**config.mk**
```make
export PLATFORM = sky130hd
export DESIGN_NAME = cpu_oci_trace_fifo
export DESIGN_NICKNAME = d
export VERILOG_FILES = /design/src/rtl/cpu_oci_trace_fifo.sv
export SDC_FILE = /design/constraint.sdc
export NUM_CORES = 1
export LEC_CHECK = 0
export CORE_MARGIN = 3
export CORE_UTILIZATION = 48
export CTS_CLUSTER_SIZE = 10
export DETAILED_ROUTE_END_ITERATION = 8
export GPL_ROUTABILITY_DRIVEN = 1
export GPL_TIMING_DRIVEN = 0
export PLACE_DENSITY_LB_ADDON = 0.25
export RECOVER_POWER = 100
export REMOVE_ABC_BUFFERS = 1
export SLEW_MARGIN = 25
export SYNTH_ARGS = -nofsm -noshare
export SYNTH_HDL_FRONTEND = slang
export SYNTH_SLANG_ARGS = --single-unit
```
**constraint.sdc**
```tcl
create_clock -name clk -period 4.51 [get_ports clk]
set_clock_uncertainty 0.1 [all_clocks]
set_input_delay 0.902 -clock clk [delete_from_list [all_inputs] [get_ports clk]]
set_output_delay 0.902 -clock clk [all_outputs]
set_load 0.05 [all_outputs]
```
**src/rtl/cpu_oci_trace_fifo.sv**
```systemverilog
// cpu_oci_trace_fifo: circular trace-capture buffer with drop-or-overwrite
// behaviour when full, a sticky overflow flag and a RUN -> DRAIN -> ENDED
// end-of-test sequencer that freezes capture and waits for the consumer
// to empty the buffer.
// Optional feature macro: OCI_TRACE_TIMESTAMP_EN adds a free-running 32-bit
// cycle counter whose value is stored with each accepted word and presented
// on rd_timestamp alongside rd_data.
module cpu_oci_trace_fifo #(
    parameter int DATA_W    = 30,
    parameter int DEPTH     = 16,
    parameter int CNT_W     = 5,
    parameter int WRAP_MODE = 0
) (
    input  logic              clk,
    input  logic              reset,
    input  logic              wr_valid,
    input  logic [DATA_W-1:0] wr_data,
    input  logic              rd_ready,
    output logic              rd_valid,
    output logic [DATA_W-1:0] rd_data,
    output logic [CNT_W-1:0]  dct_count,
    input  logic              test_ending,
    output logic              test_has_ended,
`ifdef OCI_TRACE_TIMESTAMP_EN
    output logic [31:0]       rd_timestamp,
`endif
    output logic              overflow
);

    localparam int PTR_W = $clog2(DEPTH);
    localparam logic [CNT_W-1:0] FULL_COUNT = CNT_W'(DEPTH);

    typedef enum logic [1:0] {
        ST_RUN,
        ST_DRAIN,
        ST_ENDED
    } state_t;

    state_t state;
    state_t state_next;

    logic [DATA_W-1:0] mem [DEPTH];
    logic [PTR_W-1:0]  wr_ptr;
    logic [PTR_W-1:0]  rd_ptr;
    logic [CNT_W-1:0]  count;
    logic              ovf_flag;
    logic              ended;

    logic empty;
    logic full;
    logic rd_fire;
    logic wr_accept;
    logic wr_overwrite;
    logic wr_drop;

    assign empty   = (count == '0);
    assign full    = (count == FULL_COUNT);
    assign rd_fire = !empty && rd_ready;

    // Write arbitration: capture only while running; a full buffer still
    // accepts when a read frees the head slot in the same cycle, or when
    // overwrite mode sacrifices the oldest entry.
    always_comb begin
        wr_accept    = 1'b0;
        wr_drop      = 1'b0;
        if (wr_valid && state == ST_RUN) begin
            if (!full || rd_fire || (WRAP_MODE != 0)) begin
                wr_accept = 1'b1;
            end else begin
                wr_drop = 1'b1;
            end
        end
        wr_overwrite = wr_accept && full && !rd_fire;
    end

    // Pointers, occupancy and sticky overflow; an overwrite pushes the read
    // pointer past the lost entry so the count stays at DEPTH.
    always_ff @(posedge clk or posedge reset) begin
        if (reset) begin
            wr_ptr   <= '0;
            rd_ptr   <= '0;
            count    <= '0;
            ovf_flag <= 1'b0;
        end else begin
            if (wr_accept) begin
                wr_ptr <= wr_ptr + 1'b1;
            end
            if (rd_fire || wr_overwrite) begin
                rd_ptr <= rd_ptr + 1'b1;
            end
            case ({wr_accept && !wr_overwrite, rd_fire})
                2'b10:   count <= count + 1'b1;
                2'b01:   count <= count - 1'b1;
                default: count <= count;
            endcase
            if (wr_overwrite || wr_drop) begin
                ovf_flag <= 1'b1;
            end
        end
    end

    // Storage array; contents are deliberately left uninitialised.
    always_ff @(posedge clk) begin
        if (wr_accept) begin
            mem[wr_ptr] <= wr_data;
        end
    end

    assign rd_data   = mem[rd_ptr];
    assign rd_valid  = !empty;
    assign dct_count = count;
    assign overflow  = ovf_flag;

    // End-of-test sequencer state register.
    always_ff @(posedge clk or posedge reset) begin
        if (reset) begin
            state <= ST_RUN;
        end else begin
            state <= state_next;
        end
    end

    // Next-state logic: freeze capture on test_ending, finish once the
    // registered count is seen empty, then stay ended until reset.
    always_comb begin
        state_next = state;
        case (state)
            ST_RUN: begin
                if (test_ending) begin
                    state_next = ST_DRAIN;
                end
            end
            ST_DRAIN: begin
                if (empty) begin
                    state_next = ST_ENDED;
                end
            end
            ST_ENDED: begin
                state_next = ST_ENDED;
            end
            default: begin
                state_next = ST_RUN;
            end
        endcase
    end

    // Registered completion flag, high exactly while in ENDED.
    always_ff @(posedge clk or posedge reset) begin
        if (reset) begin
            ended <= 1'b0;
        end else begin
            ended <= (state_next == ST_ENDED);
        end
    end

    assign test_has_ended = ended;

`ifdef OCI_TRACE_TIMESTAMP_EN
    logic [31:0] ts_counter;
    logic [31:0] ts_mem [DEPTH];

    // Free-running cycle counter, wraps naturally at 2^32.
    always_ff @(posedge clk or posedge reset) begin
        if (reset) begin
            ts_counter <= '0;
        end else begin
            ts_counter <= ts_counter + 32'd1;
        end
    end

    // Timestamp storage written alongside the data word.
    always_ff @(posedge clk) begin
        if (wr_accept) begin
            ts_mem[wr_ptr] <= ts_counter;
        end
    end

    assign rd_timestamp = ts_mem[rd_ptr];
`endif

endmodule

```
==> key figures <==
Run status
  – Status: completed

Logic synthesis
  – Top-count cell post-synth: edfxtp_1
  – Async S/R FF share, synth: 0.0342
  – Most used DFF post-synth: edfxtp_1
  – Sequential fraction of the synthesis area: 0.775
  – Synth top area share: 0.752
  – Post-Synthesis Cells: 782
  – Largest area contributor in the netlist: edfxtp_1
  – Post-synth top cells: 480 x edfxtp_1, 149 x mux4_2, 17 x dfrtp_1
  – Syn_area_per_cell: 24.5 sq um
  – Number of distinct library cells after synthesis: 40
  – EDFF count, synth: 480
  – Mapped cell area: 19200 sq um
  – Syn. warnings: 0
  – Synthesized flop and latch total: 497
  – Ranking of synthesized cells by area: edfxtp_1 75%, mux4_2 18%, dfrtp_1 2.2%

Route
  – DR WL/cell: 27.5 um
  – Starting DRC count in detailed routing: 699
  – Routed Wire Length: 39.0 mm
  – Via density: 5.95
  – Drt first pass iters: 5
  – Antenna Nets Post-Route: 0
  – Drt drc: 0
  – Via count: 8442

Pwr
  – Worst vdd ir: 0.000419 V
  – Power Density: 632 nW/um^2
  – P_leak: 6.98 nW
  – Power, Total: 14.0 mW

STA
  – Pins Over Slew Limit: 0
  – Fmax: 0.230 GHz
  – Fin crit share: 0.965
  – Slew margin rel.: 0.201
  – Hold Vio Cnt, Final: 0
  – RSZ-0062 raised after global routing: no
  – Final setup violation count: 0
  – Worst Max-Slew Pin Slew: 1.20 ns
  – WHS: 0.363 ns
  – Final Critical Period: 4.35 ns

Finish
  – Fillers: 2809
  – Layout area overhead: 15.2%
  – Layout cells sized above 1: 0.268
  – Total area of sequential cells: 14900 sq um
  – NumNets Final: 933
  – Antenna Cells: 0
  – Multi-input logic area: 4030 sq um

Floorplanning
  – Die Y: 206 um
  – Die span in x: 206 um
  – Rows: 72
  – Io pins: 73
  – Die area: 42300 sq um
  – Core area: 39000 sq um
  – Initial Util: 0.491

Min path
  – Hold Crit Class: flop to flop

Placed design
  – DP HPWL: 20.2 mm
  – IO buf count: 72
  – Placer Congestion: 0.725

Clocking
  – Cts bufs inserted: 55
  – Worst skew pair latency: 0.56 ns
  – CTS Sinks: 497
  – CTS tree: yes
  – H-tree level count: 2
  – Clock Pin Slew Worst Setup and Hold Paths: 0.05 ns
  – Hold Buf Count CTS: 0
  – Clock root buffer: clkbuf_16
  – Clock Path Buffers: 3

Worst setup path
  – WP data arrival: 3.35 ns
  – Crit Path Category: flop to output port
  – Startpoint types: flop
  – Max FO, Critical Path: 39
  – Crit. End Element: output port
  – Worst EP required: 3.51 ns

Global route
  – First-pass GRT wire length: 58.1 mm
  – GRT Util Overall: 0.190
  – Vias in the first global route: 9007
  – GR Overflow Total: 0
  – Initial antenna violation count: 3
  – Largest net degree at the start of global routing: 40

Job
  – Maxcap violations: 0
## flip-flops by register name, summed over array words and instances (netlist names)
signal / count
dct_count: 5
mem: 480
overflow: 1
rd_ptr: 4
state: 2
test_has_ended: 1
wr_ptr: 4
## where the power goes
| part | total, mW | internal, mW | leakage (nW) | switching (mW) |
|---|---|---|---|---|
| clock | 3.83 | 2.24 | 0.721 | 1.59 |
| sequential | 5.58 | 5.28 | 4.52 | 0.303 |
| combinational | 4.54 | 2.04 | 1.73 | 2.50 |
| total | 14.0 | 9.57 | 6.98 | 4.39 |
## stage by stage
step	setup WS (ns)	cells	instance area [sq um]	setup TNS, ns	util
after global placement	-5.47	1333	20300	-424.73	0.520
after floorplan	-2.49	743	18900	-77.67	-
final	0.158	1418	22100	0	0.566
after global routing	0.0244	1418	22100	0	0.566
after CTS	0.0987	1418	22200	0	0.570
after detailed placement	0.106	1349	20800	0	0.532
## layout make-up
| class | instances | share of cell area |
|---|---|---|
| clock buffers | 68 | 0.0670 |
| inverters | 9 | 0.00153 |
| multi-input cells | 237 | 0.183 |
| flip-flops and latches | 497 | 0.673 |
| well taps | 518 | 0.0294 |
| repair buffers | 89 | 0.0462 |
## final timing paths
check	start	depth (start not counted)	slack, ns	endpoint
max	rd_ptr[1]	4	0.16	rd_data[20]
min	overflow	1	0.36	overflow
max reg2reg	state[1]	6	0.63	mem[15][19]
min reg2reg	overflow	1	0.36	overflow
max in group asynchronous	reset	2	3.02	rd_ptr[0]
min in group asynchronous	reset	2	0.77	rd_ptr[2]
## logic make-up (layout without fill, tap and decap cells)
| kind of cell | Yosys count | count (layout) | share of synthesized area |
|---|---|---|---|
| flops | 497 | 497 | 0.775 |
| mux | 157 | 157 | 0.180 |
| buf+inv | 48 | 166 | 0.0144 |
| simple gates | 43 | 43 | 0.0126 |
| compound gates | 19 | 19 | 0.00764 |
| fa+ha+maj | 9 | 9 | 0.00627 |
| xor+xnor | 9 | 9 | 0.00412 |
## layout by cell type, fill, tap and decap left out, types with 7 or more instances in the layout
| cell type | netlist | layout |
|---|---|---|
| mux4_2 | 149 | 149 |
| clkbuf_16 | 0 | 57 |
| xnor2_1 | 7 | 7 |
| clkbuf_1 | 16 | 10 |
| dfrtp_1 | 17 | 13 |
| nor2_1 | 8 | 8 |
| ha_1 | 8 | 8 |
| inv_1 | 9 | 9 |
| nand2_1 | 10 | 10 |
| and2_2 | 0 | 12 |
| dlygate4sd2_1 | 0 | 11 |
| clkdlybuf4s50_1 | 0 | 9 |
| edfxtp_1 | 480 | 480 |
| dlygate4sd3_1 | 0 | 52 |
## metal layers
metal | track usage | vias to the layer above | part of all wire
met5 | 0 | - | 0.00033
met4 | 0.0458 | 2 | 0.018
met3 | 0.0361 | 65 | 0.059
met2 | 0.316 | 272 | 0.51
met1 | 0.265 | 4553 | 0.41
li1 | - | 3550 | -
## repair_timing
item,CTS,global route
buffers inserted,1,0
gates resized for setup,11,0
endpoints found under the setup margin,26,0
## critical path, cell delays in order (launching register included)
cell and delay, ns:
dfrtp_2 0.82, buf_16 0.31, mux4_2 0.35, mux4_2 0.48, dlygate4sd3_1 0.78
Note: power is estimated with default switching activity, not from simulation.
